**src/rtl/move_buffer.sv**
```systemverilog
// Ring-buffer FIFO of coordinated-move records between the SPI command decoder and the DDA executor.
// Optional sticky starvation flag `underrun` is built when MOVE_BUFFER_UNDERRUN_EN is defined.
module move_buffer #(
    parameter int DEPTH_BITS = 2,
    parameter int DUR_W      = 32,
    parameter int INC_W      = 64
) (
    input  logic                  clk,
    input  logic                  resetn,
    input  logic                  flush,
    input  logic                  wr_valid,
    output logic                  wr_ready,
    input  logic                  wr_dir,
    input  logic [DUR_W-1:0]      wr_duration,
    input  logic [INC_W-1:0]      wr_increment,
    input  logic [INC_W-1:0]      wr_incrementincrement,
    output logic                  rd_valid,
    input  logic                  rd_ready,
    output logic                  rd_dir,
    output logic [DUR_W-1:0]      rd_duration,
    output logic [INC_W-1:0]      rd_increment,
    output logic [INC_W-1:0]      rd_incrementincrement,
    output logic [DEPTH_BITS:0]   count,
    output logic                  buffer_dtr,
    output logic                  overflow
`ifdef MOVE_BUFFER_UNDERRUN_EN
    ,
    output logic                  underrun
`endif
);

    localparam int DEPTH = 2 ** DEPTH_BITS;
    localparam logic [DEPTH_BITS:0] FULL_COUNT = (DEPTH_BITS + 1)'(DEPTH);
    localparam logic [DEPTH_BITS:0] DTR_LIMIT  = (DEPTH_BITS + 1)'(DEPTH - 1);

    typedef struct packed {
        logic             dir;
        logic [DUR_W-1:0] duration;
        logic [INC_W-1:0] increment;
        logic [INC_W-1:0] incrementincrement;
    } move_t;

    move_t                 mem [DEPTH];
    logic [DEPTH_BITS-1:0] wr_ptr;
    logic [DEPTH_BITS-1:0] rd_ptr;
    logic                  full;
    logic                  empty;
    logic                  wr_fire;
    logic                  rd_fire;
    move_t                 head;

    assign full     = (count == FULL_COUNT);
    assign empty    = (count == '0);
    // Ready is derived from registered occupancy only, so rd_ready never reaches wr_ready.
    assign wr_ready = !full;
    assign rd_valid = !empty;
    assign wr_fire  = wr_valid && wr_ready && !flush;
    assign rd_fire  = rd_valid && rd_ready && !flush;
    assign buffer_dtr = (count < DTR_LIMIT);

    assign head                  = mem[rd_ptr];
    assign rd_dir                = head.dir;
    assign rd_duration           = head.duration;
    assign rd_increment          = head.increment;
    assign rd_incrementincrement = head.incrementincrement;

    // NOTE: the storage array has no reset; occupancy alone decides which entries are meaningful.
    always_ff @(posedge clk) begin
        if (wr_fire) begin
            mem[wr_ptr] <= '{dir:                wr_dir,
                             duration:           wr_duration,
                             increment:          wr_increment,
                             incrementincrement: wr_incrementincrement};
        end
    end

    // NOTE: sequential state is updated with non-blocking assignments so every register samples pre-edge values.
    always_ff @(posedge clk or negedge resetn) begin
        if (!resetn) begin
            wr_ptr   <= '0;
            rd_ptr   <= '0;
            count    <= '0;
            overflow <= 1'b0;
        end else if (flush) begin
            wr_ptr   <= '0;
            rd_ptr   <= '0;
            count    <= '0;
            overflow <= 1'b0;
        end else begin
            if (wr_fire) wr_ptr <= wr_ptr + 1'b1;
            if (rd_fire) rd_ptr <= rd_ptr + 1'b1;
            case ({wr_fire, rd_fire})
                2'b10:   count <= count + 1'b1;
                2'b01:   count <= count - 1'b1;
                default: count <= count;
            endcase
            if (wr_valid && !wr_ready) overflow <= 1'b1;
        end
    end

`ifdef MOVE_BUFFER_UNDERRUN_EN
    logic primed;

    // Starvation only counts once the executor has consumed at least one move.
    always_ff @(posedge clk or negedge resetn) begin
        if (!resetn) begin
            primed   <= 1'b0;
            underrun <= 1'b0;
        end else if (flush) begin
            primed   <= 1'b0;
            underrun <= 1'b0;
        end else begin
            if (rd_fire) primed <= 1'b1;
            if (primed && empty && rd_ready) underrun <= 1'b1;
        end
    end
`endif

endmodule
```
**config.mk**
```make
export PLATFORM = sky130hd
export DESIGN_NAME = move_buffer
export DESIGN_NICKNAME = d
export VERILOG_FILES = /design/src/rtl/move_buffer.sv
export SDC_FILE = /design/constraint.sdc
export NUM_CORES = 1
export LEC_CHECK = 0
export CORE_ASPECT_RATIO = 0.9
export CORE_UTILIZATION = 25
export DETAILED_ROUTE_END_ITERATION = 6
export GPL_ROUTABILITY_DRIVEN = 0
export MAX_ROUTING_LAYER = met4
export PLACE_DENSITY = 0.44
export SYNTH_ARGS = -nofsm -noshare
export SYNTH_HDL_FRONTEND = slang
export SYNTH_SLANG_ARGS = --single-unit
```
**constraint.sdc**
```tcl
create_clock -name clk -period 5.3 [get_ports clk]
set_input_delay 1.06 -clock clk [delete_from_list [all_inputs] [get_ports clk]]
set_output_delay 1.06 -clock clk [all_outputs]
set_load 0.05 [all_outputs]
```
-- Yosys cells after proc, flatten, opt, wreduce, memory -nomap -nowiden
Memories as Yosys holds them, arrays and structs flattened.
Cells that the tools add are included.
Widths: inputs -> output; s select.
- flip-flop bits (word level): 8
- RAM bits: 644
- input port bits: 166
- output and inout port bits: 168
- word-level logic and storage cells: 36
- memories kept: 1
- $add $sub $neg: 4
- order comparisons: 1
- eq/ne operators: 3
- multiplexer cells: 10
- reduce and logical (&&, ||, !) cells: 13
- memories (name ; depth ; bits a word ; read ports ; clocked after memory_dff ; write ports ; RTL line ; RTL):
    mem ; 4 ; 161 ; 1 ; 0 ; 1 ; 43 ; move_t mem [DEPTH];
- operators by type and width (cell ; count):
    $mux 2 ; 4
    $pmux 3 s2 ; 1
    $reduce_bool 2->1 ; 3
    $logic_and 1x1->1 ; 5
    $add 2x1->2 const B ; 2
    $mux 1 ; 4
    $add 3x1->3 const B ; 1
    $eq 3x3->1 const B ; 1
    $logic_not 1->1 ; 3
    $logic_not 3->1 ; 1
    $lt 3x2->1 const B ; 1
    $mux 3 ; 1
    $reduce_bool 3->1 ; 1
    $sub 3x1->3 const B ; 1
    $eq 2x1->1 const B ; 1
    $eq 2x2->1 const B ; 1

-- Depth between registers and ports, before layout
- word-level depth: 7
- depth in mapped cells: 9
- gate-level depth less buffers: 8

-- Worst setup path after synthesis
Ideal clock, no wire load.
- path type: register to register
- from: register count[0]
- to: memory mem[2][0] (netlist bit) (enable)
- arrival time: 5.333 ns
- required time: 4.760 ns
- path slack: -0.574 ns
- stages on the path, launching flop included: 5
- cells stage by stage: dfrtp_1 -> buf_2 -> or3b_1 -> and3b_1 -> and2_1
- cells in the longest elaborated chain, start to end: 6
- RTL lines (item ; RTL line ; RTL):
    start: declaration ; 23 ; output logic [DEPTH_BITS:0] count,
    start signal: assignment ; 93 ; 2'b10: count <= count + 1'b1;
    start signal: assignment ; 94 ; 2'b01: count <= count - 1'b1;
    start signal: assignment ; 95 ; default: count <= count;
    $eq 3x3->1 ; 52 ; assign full = (count == FULL_COUNT);
    $logic_not 1->1 ; 55 ; assign wr_ready = !full;
    named net wr_ready ; 12 ; output logic wr_ready,
    $logic_and 1x1->1 (2 in series) ; 57 ; assign wr_fire = wr_valid && wr_ready && !flush;
    $mux 1 ; 69 ; if (wr_fire) begin
    $mux 1 (implied by the code) ; 70 ; mem[wr_ptr] <= '{dir: wr_dir,
    end: declaration ; 43 ;
The timed path passes the listed nets, and every way through them passes these cells.

-- Worst setup path in the final report
- from: register rd_ptr[0]
- to: output port rd_incrementincrement[28]
- cells in the longest elaborated chain, start to end: 1
- RTL lines (item ; RTL line ; RTL):
    start: declaration ; 45 ; logic [DEPTH_BITS-1:0] rd_ptr;
    start signal: assignment ; 91 ; if (rd_fire) rd_ptr <= rd_ptr + 1'b1;
    $mem_v2 4x161 ; - ;
    end: declaration ; 22 ; output logic [INC_W-1:0] rd_incrementincrement,
Every way passes these cells.

==> impl_metrics.py <==
metrics = {
    "grt": {
        "grt_first_pass_wirelength_microns": 80500,
        "grt_max_degree": 45,
        "track_usage": 0.117,
        "grt_pass1_vias": 12000,
        "antenna_found_initial": 5,
        "gr-total-overflow": 0,
    },
    "synth": {
        "synth.area.top_cells": "edfxtp_1 (81%), mux4_2 (15%), dfrtp_1 (0.84%), buf_2 (0.40%), buf_4 (0.22%)",
        "syn_area_per_cell_sq_um": 26.1,
        "yosysTopAreaCellShare": 0.815,
        "yosysMostFrequentCell": "edfxtp_1",
        "netlist_instances": 910,
        "yosys.area.top_type": "edfxtp_1",
        "ys_ff_latch": 652,
        "ys_seq_area_frac": 0.823,
        "syn_area_sq_mm": 0.0237,
        "yosysWarnings": 0,
        "synth-main-ff-cell": "edfxtp_1",
        "synth_fp_nets": 1081,
        "synth.distinct_cells": 34,
        "yosys-top-cells-count": "edfxtp_1 (644), mux4_2 (161), buf_2 (19)",
        "async_flop_share": 0.0123,
        "synth_edf_count": 644,
    },
    "pwr": {
        "finalPower_mw": 13.1,
        "p_per_area_mw_per_mm2": 419,
        "ir_drop_uv": 196,
        "p_leak_nw": 9.62,
    },
    "setup_path": {
        "cp_max_fo": 26,
        "crit_path_start": "rd_ptr[0]",
        "r2r-start": "count[0]",
        "endpoint_kind": "primary output",
        "r2r.worst_path.cells": 4,
        "worstPathRequired_ns": 4.24,
        "cp_data_arrival_time_ns": 3.23,
        "critPathLaunchType": "register",
        "path_class": "reg -> out",
    },
    "sta": {
        "fin_crit_ns": 4.29,
        "rsz0062_at_grt": "no",
        "maxSlewViolCount": 0,
        "tightest_slew_ns": 0.884,
        "setup_viol": 0,
        "hold_violations": 0,
        "max_freq_mhz": 233,
        "period_share": 0.810,
        "max_slew_margin": 0.411,
        "tns_ns": 0,
        "skew_ns": 0.0158,
    },
    "die": {
        "fp.dieW_microns": 327,
        "core_area_sq_mm": 0.0935,
        "die_h_microns": 294,
        "io_pins": 334,
        "dieArea_sq_mm": 0.0962,
        "start_util": 0.254,
        "fp-row-count": 106,
    },
    "detailed_routing": {
        "route.detailed.drc": 0,
        "antenna_left": 0,
        "via_per_inst": 4.15,
        "totalWireLength_microns": 54600,
        "drt-pass1-iter-count": 4,
        "num_vias": 10900,
        "wire_per_inst_microns": 20.8,
        "initialDrtViolationCount": 641,
    },
    "placement": {
        "placement.io_buffers": 333,
        "hpwl_microns": 33700,
    },
    "clocking": {
        "root_buffer": "clkbuf_16",
        "clock-sinks": 652,
        "cts.clk_slew.worst_paths_ns": 0.05,
        "htree_num_levels": 3,
        "cts_buffer_depth": 3,
        "cts_resized": 0,
        "clock_insertion_delay_worst_skew_ns": 0.61,
        "post_cts_buffers": 0,
        "cts_buffers": 75,
        "ctsHoldBuffers": 0,
        "cts_tree": "built",
    },
    "layout": {
        "nFillCells": 8830,
        "fin_util": 0.334,
        "drive_gt1_frac": 0.225,
        "area_delta_synth_final_pct": 31.5,
        "ff_latch_area_sq_mm": 0.0195,
        "layout.nets": 1491,
        "multiInputGateArea_sq_mm": 0.00400,
    },
    "run": {
        "drv_cap": 0,
    },
    "min_path": {
        "hold_depth": 2,
        "hp-class": "reg -> reg",
        "min_from": "overflow",
    },
    "status": {
        "outcome": "finished, final reports clean",
    },
}
==> through the flow <==
step | hold slack [ns] | cells | instance area, sq um | setup slack, ns
detailed placement | 0.496 | 2485 | 28900 | 1.50
floorplan | 0.543 | 910 | 23700 | 1.22
finish | 0.523 | 2618 | 31200 | 1.01
global route | 0.536 | 2618 | 31200 | 0.765
CTS | 0.527 | 2613 | 31200 | 0.821
global placement | 0.494 | 2485 | 28900 | 1.50
==> placed cells by master (no fill, tap or decap), drive strengths merged, types with 2 or more instances in the layout <==
| master | count |
|---|---|
| clkbuf | 96 |
| a21o | 2 |
| edfxtp | 644 |
| clkdlybuf4s50 | 333 |
| ha | 4 |
| a21oi | 5 |
| diode | 5 |
| bufinv | 3 |
| and2 | 4 |
| clkinv | 23 |
| dfrtp | 8 |
| inv | 6 |
| nand3 | 3 |
| a31oi | 2 |
| or3 | 2 |
| buf | 40 |
| nand2 | 6 |
| clkinvlp | 4 |
| nor2 | 7 |
| xor2 | 3 |
| mux4 | 161 |
| a2111oi | 2 |
==> sequential cells by signal, indices dropped and copies added, names as in the netlist <==
name and flops:
count 3, rd_ptr 2, wr_ptr 2, mem 644, overflow 1
==> layout make-up <==
cell class              instances  share of cell area
clock inverters                32             0.00881
well taps                    1242              0.0498
multi-input cells             214               0.128
repair buffers                373               0.122
diodes                          5            0.000401
inverters                       4            0.000481
clock buffers                  96              0.0643
flip-flops and latches        652               0.626
==> final timing paths <==
check | slack (ns) | end
max in group asynchronous | 4.17 | rd_ptr[0]
min | 0.52 | overflow
max reg2reg | 2.69 | mem[1][75]
min in group asynchronous | 0.78 | count[1]
max | 1.01 | rd_incrementincrement[28]
min reg2reg | 0.52 | overflow
==> worst max-delay path, cell delays in order (launching register included) <==
cell             delay [ns]
dfrtp_4                0.84
buf_4                  0.47
mux4_2                 0.57
clkdlybuf4s50_1        0.72
==> power breakdown <==
part           switching, mW  internal, mW
Clock                   1.99          2.82
Sequential            0.0779          5.86
Combinational           1.42         0.911
Total                   3.49          9.59
==> metal layers <==
metal	vias to the layer above	global-route usage	part of all wire
met5	-	-	0
met4	0	0.0350	0.022
met3	86	0.0347	0.061
met2	269	0.188	0.50
met1	5737	0.143	0.42
li1	4774	-	-
==> cell families (layout without fill, tap and decap cells) <==
family | after synthesis | after routing | synth area share
buffers and inverters | 44 | 505 | 0.00906
DFF | 652 | 652 | 0.823
adders and majority gates | 5 | 5 | 0.00295
AOI/OAI and AO/OA | 12 | 12 | 0.00337
other | 0 | 5 | 0
and+or+nand+nor | 31 | 31 | 0.00706
muxes | 162 | 162 | 0.153
xor gates and xnor gates | 4 | 4 | 0.00148
(Power assumes the default switching activity.)
==> RTL edit 1, RTL diff (same settings) <==
Change the parameter `DUR_W` from 32 to 28.
--- a/src/rtl/move_buffer.sv
+++ b/src/rtl/move_buffer.sv
@@ -2,7 +2,7 @@
 // Optional sticky starvation flag `underrun` is built when MOVE_BUFFER_UNDERRUN_EN is defined.
 module move_buffer #(
     parameter int DEPTH_BITS = 2,
-    parameter int DUR_W      = 32,
+    parameter int DUR_W      = 28,
     parameter int INC_W      = 64
 ) (
     input  logic                  clk,
Interface: changed (resized rd_duration and wr_duration); port bits go from 334 to 326. No check against the original RTL was run, so the function may have changed too.
==> RTL edit 1 against the unedited design <==
Total power fell by 2.7%; global-route usage rose by 0.24 points; count of clock-buffer cells in the layout fell by 5; worst setup slack got worse by 0.068 ns; routed wire length fell by 0.32%; first-iteration DRC count fell by 7.8%; final area fell by 2.3%; synthesized area fell by 2.3%; sequential cell count fell by 16; worst hold slack got worse by 0.016 ns; critical path type unchanged; critical endpoint is now rd_incrementincrement[53].
==> RTL edit 1: results (changes against the unedited design) <==
[setup_path]
crit_fanout=32  ; was 26
worst_ep_arrival_time_ns=3.30  ; was 3.23 ns
critPathCapture=rd_incrementincrement[53]  ; was rd_incrementincrement[28]

[place]
placedInstanceArea_sq_mm=0.0283  ; was 0.0289 sq mm
dp_hpwl_microns=33000  ; was 33,700 microns
post-place-ws_ns=1.46  ; was 1.50 ns
numPlacedInstances=2442  ; was 2,485
buffer_ports.inserted=325  ; was 333

[timing]
max_slew.worst_pin.slew_ns=0.875  ; was 0.884 ns

[logic_synthesis]
synthTopCellsByArea=sky130_fd_sc_hd__edfxtp_1 (81%), sky130_fd_sc_hd__mux4_2 (15%), sky130_fd_sc_hd__dfrtp_1 (0.86%)  ; was sky130_fd_sc_hd__edfxtp_1 (81%), sky130_fd_sc_hd__mux4_2 (15%), sky130_fd_sc_hd__dfrtp_1 (0.84%)
top_post_synthesis_cells_by_count=sky130_fd_sc_hd__edfxtp_1 (628), sky130_fd_sc_hd__mux4_2 (157), sky130_fd_sc_hd__buf_2 (16)  ; was sky130_fd_sc_hd__edfxtp_1 (644), sky130_fd_sc_hd__mux4_2 (161), sky130_fd_sc_hd__buf_2 (19)
proportion_of_register_bits_with_asynchronous_set_or_reset_after_synthesis=0.0126  ; was 0.0123
post_synthesis_share_of_cell_area_spent_on_full_adders_half_adders_and_majority_gates=0.00302  ; was 0.00295
yosysSeqAreaShare=0.822  ; was 0.823
synthMuxAreaShare=0.153  ; about the same
yosys.area_share.xor_xnor=0.00151  ; was 0.00148

[outcome]
status=completed  ; unchanged

[global_route]
antenna_found_initial=8  ; was 5
grt_pass1_vias=11500  ; was 12,000
grt_usage=0.120  ; was 0.117
grt_first_pass_wirelength_microns=79200  ; was 80,500 microns

[power]
p_sw_mw=3.38  ; was 3.49 mW

[layout]
final_nets=1453  ; was 1,491
final-seq-area_sq_mm=0.0191  ; was 0.0195 sq mm

[clock_tree]
cts_inserted_buffers=72  ; was 75

[detailed_routing]
wirelength_microns=54400  ; was 54,600 microns

==> RTL edit 1: how the worst min path moves through the flow <==
stage,startpoint,endpoint,slack (ns),depth (start not counted)
final,overflow$_DFFE_PN0P_,overflow$_DFFE_PN0P_,0.51,2
after global routing,overflow$_DFFE_PN0P_,overflow$_DFFE_PN0P_,0.54,2
after CTS,overflow$_DFFE_PN0P_,overflow$_DFFE_PN0P_,0.51,2
after detailed placement,overflow$_DFFE_PN0P_,overflow$_DFFE_PN0P_,0.49,2
after global placement,overflow$_DFFE_PN0P_,overflow$_DFFE_PN0P_,0.49,2
after floorplan,wr_ptr[1]$_DFFE_PN0P_,wr_ptr[1]$_DFFE_PN0P_,0.54,2
==> RTL edit 1: layer usage <==
layer	GRT usage	part of all wire	wire, microns
met5	-	0	0
met4	0.0399	0.028	1520
met3	0.0420	0.074	4040
met2	0.180	0.47	25300
met1	0.150	0.43	23500
==> RTL edit 1: cell type report <==
class                   count  area share
diodes                      8    0.000656
clock buffers              91      0.0624
clock inverters            35     0.00918
inverters                   4    0.000492
multi-input cells         210       0.128
flip-flops and latches    636       0.625
well taps                1230      0.0504
repair buffers            362       0.124
==> RTL edit 1: power groups by stage <==
stage | Combinational, mW | Clock, mW | Sequential, mW
floorplan | 1.49 | 0 | 5.87
detailed placement | 2.34 | 0 | 5.91
global placement | 2.34 | 0 | 5.90
global route | 2.42 | 4.98 | 5.82
CTS | 2.35 | 4.83 | 5.81
finish | 2.29 | 4.64 | 5.80
==> RTL edit 1: worst reg2reg max path: stages (launching register included) <==
cell and delay [ns]:
sky130_fd_sc_hd__dfrtp_1 0.63, sky130_fd_sc_hd__or3b_1 0.28, sky130_fd_sc_hd__and3b_1 0.26, sky130_fd_sc_hd__and2_4 0.72, sky130_fd_sc_hd__buf_4 0.45
==> RTL edit 2, RTL diff (same flow settings) <==
Made on the original files. Register the output `overflow` once more, cleared by the reset; this adds one clock of latency there. The other outputs are not delayed to match.
--- a/src/rtl/move_buffer.sv
+++ b/src/rtl/move_buffer.sv
@@ -40,6 +40,8 @@
         logic [INC_W-1:0] incrementincrement;
     } move_t;
 
+    logic overflow_s0;
+
     move_t                 mem [DEPTH];
     logic [DEPTH_BITS-1:0] wr_ptr;
     logic [DEPTH_BITS-1:0] rd_ptr;
@@ -80,12 +82,12 @@
             wr_ptr   <= '0;
             rd_ptr   <= '0;
             count    <= '0;
-            overflow <= 1'b0;
+            overflow_s0 <= 1'b0;
         end else if (flush) begin
             wr_ptr   <= '0;
             rd_ptr   <= '0;
             count    <= '0;
-            overflow <= 1'b0;
+            overflow_s0 <= 1'b0;
         end else begin
             if (wr_fire) wr_ptr <= wr_ptr + 1'b1;
             if (rd_fire) rd_ptr <= rd_ptr + 1'b1;
@@ -94,7 +96,7 @@
                 2'b01:   count <= count - 1'b1;
                 default: count <= count;
             endcase
-            if (wr_valid && !wr_ready) overflow <= 1'b1;
+            if (wr_valid && !wr_ready) overflow_s0 <= 1'b1;
         end
     end
 
@@ -116,4 +118,12 @@
     end
 `endif
 
+    always_ff @(posedge clk or negedge resetn) begin
+        if (!resetn) begin
+            overflow <= '0;
+        end else begin
+            overflow <= overflow_s0;
+        end
+    end
+
 endmodule
Formal check against the unedited RTL: same outputs for any inputs over 4 cycles, from zero or initial values and one cycle with resetn low; that may be too few to reach the edited logic, so the function may still have changed.
==> RTL edit 2 against the unedited design <==
First-iteration DRC count down 21%; total power increased by 2.2%; routed wire length increased by 2.7%; core utilization rose by 0.25 points; final area is 0.75% higher; synthesized area up 0.11%; non-clock buffer count grew 7; worst setup slack lost 0.11 ns; sequential cell count grew 1.
==> RTL edit 2: results (changes against the unedited design) <==
[outcome]
status=completed  ; unchanged

[detailed_routing]
post_drt_via_cell_ratio=4.17  ; was 4.15
avgRoutedWirePerCell_microns=21.3  ; was 20.8 microns
drt_first_iter_violations=505  ; was 641
firstDrtPassIters=4  ; unchanged

[power]
p_leak_nw=9.75  ; was 9.62 nW
vdd_ir_drop_max_mv=0.268  ; was 0.196 mV

[logic_synthesis]
synthTopCellsByArea=sky130_fd_sc_hd__edfxtp_1 (81%), sky130_fd_sc_hd__mux4_2 (15%), sky130_fd_sc_hd__dfrtp_1 (0.95%)  ; was sky130_fd_sc_hd__edfxtp_1 (81%), sky130_fd_sc_hd__mux4_2 (15%), sky130_fd_sc_hd__dfrtp_1 (0.84%)
top_post_synthesis_cells_by_count=sky130_fd_sc_hd__edfxtp_1 (644), sky130_fd_sc_hd__mux4_2 (161), sky130_fd_sc_hd__buf_2 (19)  ; unchanged
synth-edff-count=644  ; unchanged
post_synthesis_share_of_cell_area_spent_on_full_adders_half_adders_and_majority_gates=0.00295  ; about the same
yosys.area_share.xor_xnor=0.00147  ; was 0.00148
synth_nets=1082  ; was 1,081
synth.distinct_cells=34  ; unchanged
synthMuxAreaShare=0.153  ; about the same
yosysSeqAreaShare=0.823  ; about the same
proportion_of_register_bits_with_asynchronous_set_or_reset_after_synthesis=0.0138  ; was 0.0123
yosysWarningCount=0  ; unchanged
synth_compound_gate_area_share=0.00337  ; about the same

[setup_path]
r2r-start=count[0]$_DFFE_PN0P_  ; unchanged
crit_fanout=36  ; was 26
critical_path.startpoint=rd_ptr[0]$_DFFE_PN0P_  ; unchanged
ws_path_type=reg2out  ; unchanged
ff2ff_path_depth=4  ; unchanged
worst_ep_arrival_time_ns=3.35  ; was 3.23 ns

[global_route]
gr_ovfl_total=0  ; unchanged
grt_max_degree=83  ; was 45
antenna_found_initial=11  ; was 5
grt_pass1_vias=11900  ; was 12,000
grt_first_pass_wirelength_microns=81800  ; was 80,500 microns
grt_usage=0.120  ; was 0.117

[clock_tree]
cts.htree.levels=3  ; unchanged
cts_inserted_buffers=75  ; unchanged
post_cts.repair.setup_buffers=0  ; unchanged
cts_buffer_depth=3  ; unchanged
clkLatencyLatePin_ns=0.62
clkTransAtPathRegs_ns=0.06
post_cts_resized=0  ; unchanged
root_buffer=sky130_fd_sc_hd__clkbuf_16  ; unchanged

[layout]
final_nets=1499  ; was 1,491
final_layout_size_suffix_gt1_frac=0.236  ; was 0.225
final_common_cell=sky130_fd_sc_hd__edfxtp_1  ; unchanged
reg_top3=mem (644), count (3)  ; unchanged

[timing]
worst_slew_margin_rel=0.348  ; was 0.411
timing.final.max_slew_violations=0  ; unchanged
clock_skew_ns=0.0181  ; was 0.0158 ns

[place]
buffer_ports.inserted=333  ; unchanged
dp_hpwl_microns=34700  ; was 33,700 microns

[hold_path]
holdCritPathClass=reg2reg  ; unchanged
holdPathStages=0  ; was 2
min_from=overflow_s0$_DFFE_PN0P_  ; was overflow$_DFFE_PN0P_

==> RTL edit 2: cell count changes after synthesis, sizes merged <==
cell	change
dfrtp	+1
==> RTL edit 2: cell type report <==
cell class / count / area, sq um
clock buffer: 86 / 2000
inverter: 4 / 15.0
clock inverter: 45 / 410
tap: 1242 / 1550
antenna: 11 / 27.5
timing repair buffer: 380 / 3890
multi-input combinational: 214 / 4000
fill: 8768 / 62000
sequential: 653 / 19600
==> RTL edit 2: power by group <==
| group | internal [mW] | switching, mW | leakage [nW] |
|---|---|---|---|
| Sequential | 5.87 | 0.0796 | 5.96 |
| Combinational | 0.922 | 1.44 | 2.61 |
| Clock | 3.04 | 2.03 | 1.18 |
| Total | 9.83 | 3.54 | 9.75 |
==> RTL edit 2: routing by layer <==
metal	GRT usage	routed length, microns
met1	0.148	23700
met2	0.186	27200
met3	0.0423	3890
met4	0.0341	1290
met5	-	0
==> RTL edit 2: worst paths after layout <==
path,endpoint,slack (ns)
setup reg to reg,mem[3][131]$_DFFE_PP_,2.63
min in group asynchronous,overflow$_DFF_PN0_,0.77
hold reg to reg,overflow$_DFF_PN0_,0.39
hold / removal,overflow$_DFF_PN0_,0.39
setup / recovery,rd_incrementincrement[60],0.89
max in group asynchronous,rd_ptr[0]$_DFFE_PN0P_,4.18
==> RTL edit 2: stage by stage <==
stage,setup slack [ns],cells,area [sq um]
floorplan,1.22,911,23800
global placement,1.40,2493,29000
detailed placement,1.39,2493,29000
CTS,0.704,2624,31400
global route,0.639,2635,31500
finish,0.892,2635,31500
==> RTL edit 2: worst max-delay path: stages (launching register included) <==
cell	delay, ns
sky130_fd_sc_hd__dfrtp_4	0.99
sky130_fd_sc_hd__buf_4	0.42
sky130_fd_sc_hd__mux4_2	0.56
sky130_fd_sc_hd__clkdlybuf4s50_1	0.72
